==> src/rtl/fetch_pkg.sv <==
// Shared types and constants for the instruction fetch controller.
package fetch_pkg;

  typedef enum logic [1:0] {
    IDLE  = 2'd0,
    RUN   = 2'd1,
    DRAIN = 2'd2,
    FAULT = 2'd3
  } fetch_state_e;

  localparam int          ILEN      = 32;
  localparam logic [31:0] NOP_INSTR = 32'h0000_0013;
  localparam logic [31:0] PC_STEP   = 32'd4;

  // Clears the byte-offset bits so every fetch address is word-aligned.
  function automatic logic [31:0] align_pc(input logic [31:0] pc);
    return pc & ~32'h0000_0003;
  endfunction

endpackage

==> src/rtl/instr_fetch_ctrl_if.sv <==
// Bus bundle between the fetch controller, instruction memory and decoder.
// Optional macro FETCH_MISALIGN_EN adds the fetch_misalign flag.
//
// Handshakes:
//  imem: a request transfers on a cycle with imem_req && imem_gnt; imem_addr and
//        imem_req stay stable until granted unless a redirect withdraws the request.
//        Responses (imem_rvalid) come back in request order, at least one cycle after gnt.
//  dec:  a word transfers on a cycle with dec_valid && dec_ready; dec_instr/dec_pc
//        do not change while dec_valid && !dec_ready.
interface instr_fetch_ctrl_if;
  import fetch_pkg::*;

  logic            imem_req;
  logic [ILEN-1:0] imem_addr;
  logic            imem_gnt;
  logic            imem_rvalid;
  logic [ILEN-1:0] imem_rdata;
  logic            redirect;
  logic [ILEN-1:0] redirect_pc;
  logic            dec_valid;
  logic            dec_ready;
  logic [ILEN-1:0] dec_instr;
  logic [ILEN-1:0] dec_pc;
`ifdef FETCH_MISALIGN_EN
  logic            fetch_misalign;
`endif

  // Fetch controller side.
  modport master (
    output imem_req, imem_addr,
    input  imem_gnt, imem_rvalid, imem_rdata,
    input  redirect, redirect_pc,
    output dec_valid, dec_instr, dec_pc,
    input  dec_ready
`ifdef FETCH_MISALIGN_EN
    , output fetch_misalign
`endif
  );

  // Memory / execute / decode side.
  modport slave (
    input  imem_req, imem_addr,
    output imem_gnt, imem_rvalid, imem_rdata,
    output redirect, redirect_pc,
    input  dec_valid, dec_instr, dec_pc,
    output dec_ready
`ifdef FETCH_MISALIGN_EN
    , input fetch_misalign
`endif
  );

endinterface

==> src/rtl/fetch_fifo.sv <==
// Synchronous FIFO of {pc, instr} entries with flush and a registered head.
// The head register holds its last value when the FIFO drains empty.
module fetch_fifo
  import fetch_pkg::*;
#(
  parameter int             DEPTH      = 2,
  parameter int             W          = 64,
  parameter logic [W-1:0]   RESET_HEAD = '0
) (
  input  logic                     clk_i,
  input  logic                     rst_ni,
  input  logic                     push_i,
  input  logic [W-1:0]             push_data_i,
  input  logic                     pop_i,
  input  logic                     flush_i,
  output logic [$clog2(DEPTH):0]   count_o,
  output logic                     head_valid_o,
  output logic [W-1:0]             head_data_o
);

  localparam int PW = $clog2(DEPTH);
  localparam int CW = PW + 1;

  logic [W-1:0]  mem_q [DEPTH];
  logic [PW-1:0] rd_ptr_q, rd_ptr_d, wr_ptr_q, wr_ptr_d;
  logic [CW-1:0] count_q, count_d, remain;
  logic [W-1:0]  head_q, head_d;
  logic          valid_q, valid_d;
  logic          do_pop, do_push;

  assign do_pop  = pop_i && (count_q != '0);
  assign do_push = push_i && !flush_i && ((count_q < CW'(DEPTH)) || do_pop);

  // Next pointers/count, and the entry that becomes the head next cycle.
  always_comb begin
    rd_ptr_d = rd_ptr_q + PW'(do_pop);
    wr_ptr_d = wr_ptr_q + PW'(do_push);
    count_d  = count_q - CW'(do_pop) + CW'(do_push);
    remain   = count_q - CW'(do_pop);
    head_d   = head_q;
    valid_d  = (count_d != '0);
    if (remain != '0) begin
      head_d = mem_q[rd_ptr_d];
    end else if (do_push) begin
      head_d = push_data_i;
    end
    if (flush_i) begin
      rd_ptr_d = '0;
      wr_ptr_d = '0;
      count_d  = '0;
      valid_d  = 1'b0;
      head_d   = head_q;
    end
  end

  // Storage array; contents need no reset because count gates every read.
  always_ff @(posedge clk_i) begin
    if (do_push) mem_q[wr_ptr_q] <= push_data_i;
  end

  // Pointer, count and head registers.
  always_ff @(posedge clk_i) begin
    if (!rst_ni) begin
      rd_ptr_q <= '0;
      wr_ptr_q <= '0;
      count_q  <= '0;
      head_q   <= RESET_HEAD;
      valid_q  <= 1'b0;
    end else begin
      rd_ptr_q <= rd_ptr_d;
      wr_ptr_q <= wr_ptr_d;
      count_q  <= count_d;
      head_q   <= head_d;
      valid_q  <= valid_d;
    end
  end

  assign count_o      = count_q;
  assign head_valid_o = valid_q;
  assign head_data_o  = head_q;

endmodule

==> src/rtl/instr_fetch_ctrl.sv <==
// In-order instruction fetch controller: issues imem requests under a credit
// limit, buffers responses and presents them to decode; redirects flush the
// buffer and drop in-flight responses.
// Optional macro FETCH_MISALIGN_EN: misaligned redirect targets stop fetching
// and raise fetch_misalign until an aligned redirect arrives.
module instr_fetch_ctrl
  import fetch_pkg::*;
#(
  parameter logic [31:0] RESET_PC   = 32'h0000_0000,
  parameter int          FIFO_DEPTH = 2,
  parameter int          MAX_OUTST  = 2
) (
  input  logic                CLK,
  input  logic                RST_X,
  instr_fetch_ctrl_if.master  bus,
  output fetch_state_e        state_dbg_o
);

  localparam int CW  = $clog2(MAX_OUTST + 1) + 1;
  localparam int FCW = $clog2(FIFO_DEPTH) + 1;

  fetch_state_e    state_q, state_d;
  logic [31:0]     fetch_pc_q, fetch_pc_d;
  logic [CW-1:0]   outst_q, outst_d;
  logic [CW-1:0]   discard_q, discard_d;
  logic [FCW-1:0]  fifo_count;
  logic            head_valid;
  logic [63:0]     head_data;
  logic            credit_ok, gnt_fire, push, pop, redir_bad;
  logic [31:0]     redir_pc;

  assign redir_pc = align_pc(bus.redirect_pc);
`ifdef FETCH_MISALIGN_EN
  assign redir_bad = (bus.redirect_pc[1:0] != 2'b00);
`else
  assign redir_bad = 1'b0;
`endif

  // Buffered words plus words still in flight must fit the FIFO.
  assign credit_ok = ((32'(fifo_count) + 32'(outst_q)) < 32'(FIFO_DEPTH)) &&
                     (32'(outst_q) < 32'(MAX_OUTST));
  assign bus.imem_req  = (state_q == RUN) && credit_ok && !bus.redirect;
  assign bus.imem_addr = fetch_pc_q;
  assign gnt_fire      = bus.imem_req && bus.imem_gnt;
  assign push          = bus.imem_rvalid && (state_q == RUN) && !bus.redirect;
  assign pop           = head_valid && bus.dec_ready;

  // Requests granted but not yet answered, including ones to be discarded.
  always_comb begin
    outst_d = outst_q + CW'(gnt_fire) - CW'(bus.imem_rvalid);
  end

  // Next state, fetch PC and discard count; redirect overrides everything.
  always_comb begin
    state_d    = state_q;
    fetch_pc_d = fetch_pc_q;
    discard_d  = discard_q;
    if (gnt_fire) fetch_pc_d = fetch_pc_q + PC_STEP;
    case (state_q)
      IDLE:  state_d = RUN;
      RUN:   state_d = RUN;
      DRAIN: begin
        if (bus.imem_rvalid) discard_d = discard_q - CW'(1);
        if (discard_d == '0) state_d = RUN;
      end
      FAULT: begin
        if (bus.imem_rvalid) discard_d = discard_q - CW'(1);
      end
      default: state_d = IDLE;
    endcase
    if (bus.redirect) begin
      fetch_pc_d = redir_pc;
      discard_d  = outst_d;
      if (redir_bad)            state_d = FAULT;
      else if (outst_d == '0)   state_d = RUN;
      else                      state_d = DRAIN;
    end
  end

  // Controller registers.
  always_ff @(posedge CLK) begin
    if (!RST_X) begin
      state_q    <= IDLE;
      fetch_pc_q <= RESET_PC;
      outst_q    <= '0;
      discard_q  <= '0;
    end else begin
      state_q    <= state_d;
      fetch_pc_q <= fetch_pc_d;
      outst_q    <= outst_d;
      discard_q  <= discard_d;
    end
  end

  fetch_fifo #(
    .DEPTH      (FIFO_DEPTH),
    .W          (64),
    .RESET_HEAD ({32'h0000_0000, NOP_INSTR})
  ) u_fifo (
    .clk_i        (CLK),
    .rst_ni       (RST_X),
    .push_i       (push),
    .push_data_i  ({fetch_pc_resp(), bus.imem_rdata}),
    .pop_i        (pop),
    .flush_i      (bus.redirect),
    .count_o      (fifo_count),
    .head_valid_o (head_valid),
    .head_data_o  (head_data)
  );

  // PC of the word currently returning: in-order responses lag the fetch PC
  // by the number of outstanding requests.
  function automatic logic [31:0] fetch_pc_resp();
    return fetch_pc_q - (32'(outst_q) << 2);
  endfunction

  assign bus.dec_valid = head_valid;
  assign bus.dec_instr = head_data[31:0];
  assign bus.dec_pc    = head_data[63:32];
`ifdef FETCH_MISALIGN_EN
  assign bus.fetch_misalign = (state_q == FAULT);
`endif
  assign state_dbg_o = state_q;

endmodule

==> src/flat_wrapper.sv <==
// flat-port wrapper written by rule: the top's interface ports become plain ports
module instr_fetch_ctrl_flat import fetch_pkg::*;
#(
  parameter logic [31:0] RESET_PC   = 32'h0000_0000,
  parameter int          FIFO_DEPTH = 2,
  parameter int          MAX_OUTST  = 2
)
  (CLK, RST_X, state_dbg_o, bus_imem_req, bus_imem_addr, bus_imem_gnt, bus_imem_rvalid, bus_imem_rdata, bus_redirect, bus_redirect_pc, bus_dec_valid, bus_dec_instr, bus_dec_pc, bus_dec_ready);
  instr_fetch_ctrl_if bus_i ();
  input  logic CLK;
  input  logic RST_X;
  output fetch_state_e state_dbg_o;
  output wire logic [$bits(bus_i.imem_req)-1:0] bus_imem_req;
  output wire logic [$bits(bus_i.imem_addr)-1:0] bus_imem_addr;
  input wire logic [$bits(bus_i.imem_gnt)-1:0] bus_imem_gnt;
  input wire logic [$bits(bus_i.imem_rvalid)-1:0] bus_imem_rvalid;
  input wire logic [$bits(bus_i.imem_rdata)-1:0] bus_imem_rdata;
  input wire logic [$bits(bus_i.redirect)-1:0] bus_redirect;
  input wire logic [$bits(bus_i.redirect_pc)-1:0] bus_redirect_pc;
  output wire logic [$bits(bus_i.dec_valid)-1:0] bus_dec_valid;
  output wire logic [$bits(bus_i.dec_instr)-1:0] bus_dec_instr;
  output wire logic [$bits(bus_i.dec_pc)-1:0] bus_dec_pc;
  input wire logic [$bits(bus_i.dec_ready)-1:0] bus_dec_ready;
  assign bus_imem_req = bus_i.imem_req;
  assign bus_imem_addr = bus_i.imem_addr;
  assign bus_i.imem_gnt = bus_imem_gnt;
  assign bus_i.imem_rvalid = bus_imem_rvalid;
  assign bus_i.imem_rdata = bus_imem_rdata;
  assign bus_i.redirect = bus_redirect;
  assign bus_i.redirect_pc = bus_redirect_pc;
  assign bus_dec_valid = bus_i.dec_valid;
  assign bus_dec_instr = bus_i.dec_instr;
  assign bus_dec_pc = bus_i.dec_pc;
  assign bus_i.dec_ready = bus_dec_ready;
  instr_fetch_ctrl #(.RESET_PC(RESET_PC), .FIFO_DEPTH(FIFO_DEPTH), .MAX_OUTST(MAX_OUTST)) u_core (.CLK(CLK), .RST_X(RST_X), .bus(bus_i), .state_dbg_o(state_dbg_o));
endmodule
==> config.mk <==
export PLATFORM = sky130hd
export DESIGN_NAME = instr_fetch_ctrl_flat
export DESIGN_NICKNAME = d
export VERILOG_FILES = /design/src/rtl/fetch_pkg.sv /design/src/rtl/instr_fetch_ctrl_if.sv /design/src/rtl/fetch_fifo.sv /design/src/rtl/instr_fetch_ctrl.sv /design/src/flat_wrapper.sv
export SDC_FILE = /design/constraint.sdc
export NUM_CORES = 1
export LEC_CHECK = 0
export ABC_CLOCK_PERIOD_IN_PS = 11400
export BUFFER_PORTS_ARGS = -buffer_cell sky130_fd_sc_hd__buf_2
export CAP_MARGIN = 20
export CORE_ASPECT_RATIO = 0.7
export CORE_UTILIZATION = 45
export DETAILED_ROUTE_END_ITERATION = 16
export GPL_TIMING_DRIVEN = 0
export PLACE_DENSITY = 0.68
export SYNTH_ARGS = -nofsm -noshare
export SYNTH_HDL_FRONTEND = slang
export SYNTH_SLANG_ARGS = --single-unit
==> constraint.sdc <==
create_clock -name CLK -period 11.4 [get_ports CLK]
set_clock_uncertainty 0.05 [all_clocks]
set_input_delay 2.28 -clock CLK [delete_from_list [all_inputs] [get_ports CLK]]
set_output_delay 2.28 -clock CLK [all_outputs]
set_load 0.02 [all_outputs]
==> Word level (Yosys, flattened, before mapping) <==
Memory sizes are Yosys's and may differ from the RTL's.
Index checks and enable logic that the tools add are counted.
{ "totals": {"regBits": 109, "ram_bits": 128, "out_inout_bits": 100, "word_cells": 70, "n_memories": 1} }
{ "memory_table": {"columns": ["name", "depth", "width", "rd", "rd_ports_with_merged_regs", "wr", "line_no", "text"], "rows": [
  ["u_core.u_fifo.mem_q", 2, 64, 1, 0, 1, "fetch_fifo.sv:24", "logic [W-1:0] mem_q [DEPTH];"]
]} }
{ "op_classes": {"add_sub_neg": 10, "order_cmp": 3, "eq_ne": 4, "n_mux": 14, "bitwise_logic": 2, "n_reduce_logical": 26} }
{ "ops": {"columns": ["cell", "n"], "rows": [
  ["64-bit two-way mux", 2],
  ["32-bit two-way mux", 2],
  ["32-bit by 3-bit adder with 32-bit output (second input constant)", 1],
  ["32-bit by 2-bit < comparator with 1-bit output (second input constant)", 1],
  ["32-bit by 5-bit subtractor with 32-bit output", 1],
  ["1-bit logical AND", 10],
  ["2-bit nonzero test", 5],
  ["3-bit two-way mux", 3],
  ["3-bit logical NOT", 2],
  ["2-bit two-way mux", 3],
  ["3-bit case mux with 2 select lines", 1],
  ["3-bit nonzero test", 2],
  ["2-bit by 3-bit adder with 4-bit output", 1],
  ["2-bit equality test (second input constant)", 2],
  ["2-bit case mux with 2 select lines", 1],
  ["2-bit AND reduction", 2],
  ["2-bit OR reduction", 2],
  ["3-bit by 1-bit adder with 3-bit output", 1],
  ["3-bit by 2-bit < comparator with 1-bit output (second input constant)", 1],
  ["3-bit by 2-bit inequality test with 1-bit output (second input constant)", 1],
  ["3-bit by 1-bit subtractor with 3-bit output", 1],
  ["3-bit by 1-bit subtractor with 3-bit output (second input constant)", 1],
  ["1-bit adder", 2],
  ["2-bit by 1-bit adder with 2-bit output", 1],
  ["8 further kinds", 10]
]} }

==> Longest topological paths before layout <==
{ "logic_depth": {"depth_word": 11, "ltp_mapped": 14} }

==> Cells and area by module <==
A second synthesis with hierarchy kept.
{ "unflattened": {"hier_cells": 929, "hier_area_um2": 10657.7} }
{ "modules_own_cells": {"columns": ["module", "instances", "cells_per_inst", "area_per_inst_um2", "seq_area_each_um2"], "rows": [
  ["fetch_fifo", 1, 528, 7592.3, 5225.0],
  ["instr_fetch_ctrl", 1, 401, 3065.4, 760.7]
]} }

==> Worst setup path after synthesis <==
No wires, ideal clock.
{ "synth_path": {"path_type": "in2out", "from": "in bus_redirect", "to": "out bus_imem_req", "arrival_ps": 3014, "setup_slack_ps": 6056, "cell_stages": 4, "cell_sequence": "clkbuf_1 nor2_1 nand3_1 nor2_1"} }
{ "synth_via": {"elab_chain_len": 2} }
{ "synth_lines": {"columns": ["element", "line_no", "text"], "rows": [
  ["from (decl)", "flat_wrapper.sv:18", "input wire logic [$bits(bus_i.redirect)-1:0] bus_redirect;"],
  ["1-bit logical NOT", "instr_fetch_ctrl.sv:42", "assign bus.imem_req = (state_q == RUN) && credit_ok && !bus.redirect;"],
  ["1-bit logical AND", "instr_fetch_ctrl.sv:42", null],
  ["to (decl)", "flat_wrapper.sv:13", "output wire logic [$bits(bus_i.imem_req)-1:0] bus_imem_req;"]
]} }
No other way between the ends.

==> Worst setup path in the final report <==
Ends and elaborated chain as after synthesis.

==> results.txt <==
----------------------------------------------------
[Status]
  Run status ... finished, final reports clean

[Synth]
  Compound-cell area share of the yosys netlist ... 14.45%
  Main combinational cell family by area after synthesis ... simple AND/OR/NAND/NOR gates
  Count of state elements after synthesis ... around 230
  Synth unique cells ... 68
  Fraction of synthesized area in multiplexers ... under 10%
  Area share of fa/ha/maj cells after synthesis ... 2.148%
  Share of synthesized flip-flops with an asynchronous set or reset ... 0%
  Count of warnings emitted by yosys ... 0
  Proportion of synthesized chip area in sequential cells ... between 50 and 60%
  Synthesized area per cell ... ~11 µm²
  Most common flop cell mapped by yosys ... sky130_fd_sc_hd__edfxtp_1
  Simple-gate share of the synthesized area ... 15.01%
  Post-synthesis instance area ... between 10,000 and 15,000 µm²
  Xor-xnor portion of the synthesized cell area ... 2.619%
  Count of flip-flops with a built-in enable after synthesis ... about 120
  Mapped Cells ... 937

[STA]
  Highest Clock Rate ... 178.0 MHz
  Unrepaired setup endpoints after global routing ... no
  Sum of negative setup slack ... 0 ns
  Share of the cycle needed by the critical path after routing ... 49.28%
  Setup Viol. Count Final ... 0
  Time the worst path needs with I/O delays and setup ... 5.618 ns
  Fin. max-slew vios ... 0
  Final count of hold timing violations ... 0
  Least-Margin Pin Slew ... 0.9189 ns
  Headroom to the max-slew limit ... between 30% and 40%

[Die]
  Std-Cell Core Area ... 22,620 µm²
  Std cell rows ... 46
  Total I/O pin count ... 170
  Total die area ... 23,660 µm²
  Starting density of the core ... 45.83%
  Horizontal die dimension ... 183.4 µm
  DIE HEIGHT ... ~130 µm

[Clocking]
  Number of gates given a new drive strength after cts ... 0
  H-Tree Level Count ... 1
  Number of sinks handled by clock tree synthesis ... 229
  Buffer type at the clock tree root ... sky130_fd_sc_hd__clkbuf_16
  Cts bufs inserted ... 24
  Clk_lat worst skew ... 0.52 ns
  CTS Hold Buffers Added ... 0
  Setup bufs post-CTS ... 0
  CTS tree ... done
  Clock slew seen by the registers of the worst setup and hold paths ... 0.06 ns
  Deepest clock path buffer count ... 3

[Global route]
  Via count of the first global-routing pass ... 7,762
  Sum of overflow across all layers after global routing ... 0
  Global-route wire length before repair ... between 40,000 and 50,000 µm
  Pin count of the biggest net entering global routing ... 54
  Initial antenna violation count ... 0
  Global-route total usage across every layer ... 24.80%

[Routing]
  # DRC ... 0
  Routed wire length per instance ... 20.41 µm
  Count of nets left with antenna violations after detail routing ... 0
  Count of TritonRoute iterations in the first routing pass ... 5
  First-iteration detailed-routing DRC count ... 702
  Total vias in the final route ... 8,458
  Post-detailed-routing wire length ... 29,790 µm
  Via count normalized by instance count ... 5.793

[Worst setup path]
  Critical path's most frequent cell ... sky130_fd_sc_hd__nor2_1
  Critical Path RT ... 9.07 ns
  Kind of critical path ... in2out
  Delay of the slowest critical-path stage ... around 0.42 ns
  Cell at the slowest stage of the critical path ... sky130_fd_sc_hd__clkbuf_1
  Largest fanout on the critical path ... 9
  Element type at the critical path start ... primary input
  Data arrival, critical path ... about 3.3 ns
  Critical Path End Type ... output pin
  Crit path cell chain ... clkbuf_1 -> nor2_1 -> nand3_1 -> nor2_1 -> buf_2

[Cells and area]
  Final cell area excluding filler cells ... around 12,000 µm²
  Most common library cell in the layout ignoring fill and taps ... sky130_fd_sc_hd__buf_2
  Relative area change from synthesis to final layout ... 20.47%
  Final-stage net count ... 1,216
  Top library cells by usage in the layout, fill and taps aside ... sky130_fd_sc_hd__buf_2 (164), sky130_fd_sc_hd__edfxtp_1 (124), sky130_fd_sc_hd__dfxtp_1 (105), sky130_fd_sc_hd__nand2_1 (95), sky130_fd_sc_hd__clkbuf_1 (63)
  Antenna Cells ... 0
  Layout cells sized above 1 ... about a fifth

[Placed design]
  Routability congestion estimate ... roughly 0.98
  HPWL after detailed placement ... ~21,000 µm
  Post-DP Area ... 11,660 µm²
  Port buffer count ... roughly 160

[Min path]
  HP Class ... reg2reg

[Pwr]
  Cell leakage power ... 0.005304 µW
  Highest ir drop seen on vdd ... 92.08 µV
  Pwr/cell area ... approximately 160 nW/µm²

[Flow run]
  MaxCap Viol Count ... 0

----------------------------------------------------
synth_stat cells, types with 4 or more instances:
| cell | n | area (µm²) |
|---|---|---|
| sky130_fd_sc_hd__edfxtp_1 | 124 | 3724 |
| sky130_fd_sc_hd__dfxtp_1 | 105 | 2102 |
| sky130_fd_sc_hd__nand2_1 | 95 | 356.6 |
| sky130_fd_sc_hd__clkbuf_1 | 60 | 225.2 |
| sky130_fd_sc_hd__mux2i_1 | 54 | 540.5 |
| sky130_fd_sc_hd__o21ai_0 | 48 | 240.2 |
| sky130_fd_sc_hd__a22o_1 | 37 | 324.1 |
| sky130_fd_sc_hd__nor2_1 | 36 | 135.1 |
| sky130_fd_sc_hd__a21oi_1 | 32 | 160.2 |
| sky130_fd_sc_hd__nand3_1 | 31 | 155.2 |
| sky130_fd_sc_hd__inv_1 | 25 | 93.84 |
| sky130_fd_sc_hd__nand4_1 | 19 | 118.9 |
| sky130_fd_sc_hd__xnor2_1 | 19 | 166.4 |
| sky130_fd_sc_hd__nor3_1 | 17 | 85.08 |
| sky130_fd_sc_hd__a211oi_1 | 13 | 97.59 |
| sky130_fd_sc_hd__and3_1 | 13 | 81.33 |
| sky130_fd_sc_hd__ha_1 | 13 | 162.7 |
| sky130_fd_sc_hd__nor4_1 | 13 | 81.33 |
| sky130_fd_sc_hd__o31ai_1 | 13 | 97.59 |
| sky130_fd_sc_hd__or4_1 | 12 | 90.09 |
| sky130_fd_sc_hd__xor2_1 | 12 | 105.1 |
| sky130_fd_sc_hd__and2_1 | 9 | 56.30 |
| sky130_fd_sc_hd__nor2b_1 | 9 | 56.30 |
| sky130_fd_sc_hd__or3_1 | 9 | 56.30 |
| sky130_fd_sc_hd__a31oi_1 | 8 | 50.05 |
| sky130_fd_sc_hd__o211ai_1 | 8 | 60.06 |
| sky130_fd_sc_hd__a32o_1 | 7 | 70.07 |
| sky130_fd_sc_hd__a211o_1 | 6 | 52.55 |
| sky130_fd_sc_hd__and4_1 | 5 | 43.79 |
| sky130_fd_sc_hd__or2_2 | 5 | 31.28 |
| sky130_fd_sc_hd__a311o_1 | 4 | 40.04 |
| sky130_fd_sc_hd__a311oi_1 | 4 | 35.03 |
| sky130_fd_sc_hd__buf_4 | 4 | 30.03 |
| sky130_fd_sc_hd__mux2_2 | 4 | 45.04 |
| sky130_fd_sc_hd__o31a_1 | 4 | 35.03 |
| sky130_fd_sc_hd__or4_4 | 4 | 45.04 |
cells by family (layout without fill, tap and decap cells):
kind of cell / after synthesis / count (layout)
AO/OA/AOI/OAI: 211 / 211
XOR/XNOR: 31 / 31
adder cells (fa/ha/maj): 16 / 16
buffers and inverters: 97 / 305
flip-flops: 229 / 229
multiplexers: 58 / 58
other: 1 / 4
AND/OR/NAND/NOR: 294 / 294
routing by layer:
layer	GRT usage (%)	wire length, µm	vias to the layer above
li1	-	-	3926
met1	37.77	14140	4110
met2	35.32	12330	368
met3	6.001	2794	54
met4	5.392	531	0
met5	0	0	-
state kept, by name (all words and copies together), names as in the netlist:
register,count
u_core.u_fifo.mem_q,124
u_core.u_fifo.head_data_o,62
u_core.bus.imem_addr,30
u_core.discard_q,3
u_core.outst_q,3
u_core.state_dbg_o,2
u_core.u_fifo.count_o,2
u_core.u_fifo.head_valid_o,1
u_core.u_fifo.rd_ptr_q,1
u_core.u_fifo.wr_ptr_q,1
per-stage QoR:
stage          worst slack (ns)  total power, µW  util [%]  hold WS [ns]  std cells
2_1_floorplan             6.056             1137         -        0.4855        940
3_3_place_gp              4.670             1237     51.19        0.3889       1414
3_5_place_dp              5.852             1243     51.55        0.3940       1416
4_1_cts                   5.850             2059     55.22        0.4079       1460
5_1_grt                   5.785             2121     55.22        0.4300       1460
6_report                  5.782             2054     55.22        0.4084       1460
worst paths after layout:
| kind | slack [ns] | end | depth (start not counted) | start |
|---|---|---|---|---|
| max | 5.78 | bus_imem_req | 5 | bus_redirect |
| min | 0.41 | u_core.u_fifo.head_data_o[39] | 2 | u_core.u_fifo.head_data_o[39] |
| max reg2reg | 7.40 | u_core.state_dbg_o[1] | 11 | u_core.u_fifo.count_o[1] |
| min reg2reg | 0.41 | u_core.u_fifo.head_data_o[39] | 2 | u_core.u_fifo.head_data_o[39] |
final cells by class:
class                      count  area [µm²]
buffer                        72       310.3
clock buffer                  30       664.4
clock inverter                14       165.2
fill                        2027       10130
inverter                      25       93.84
multi-input combinational    614        4174
sequential                   229        5826
tap                          312       390.4
timing repair buffer         164       865.8
critical path: cells and delay by family:
family / cells / cell delay, ns
buffers and inverters: 2 / 0.59
and+or+nand+nor: 3 / 0.40
power by group:
part | switching [µW] | internal, µW
clock network | 337 | 485
logic | 197 | 99.7
registers | 25.3 | 910
Note: power is estimated with default switching activity, not from simulation.
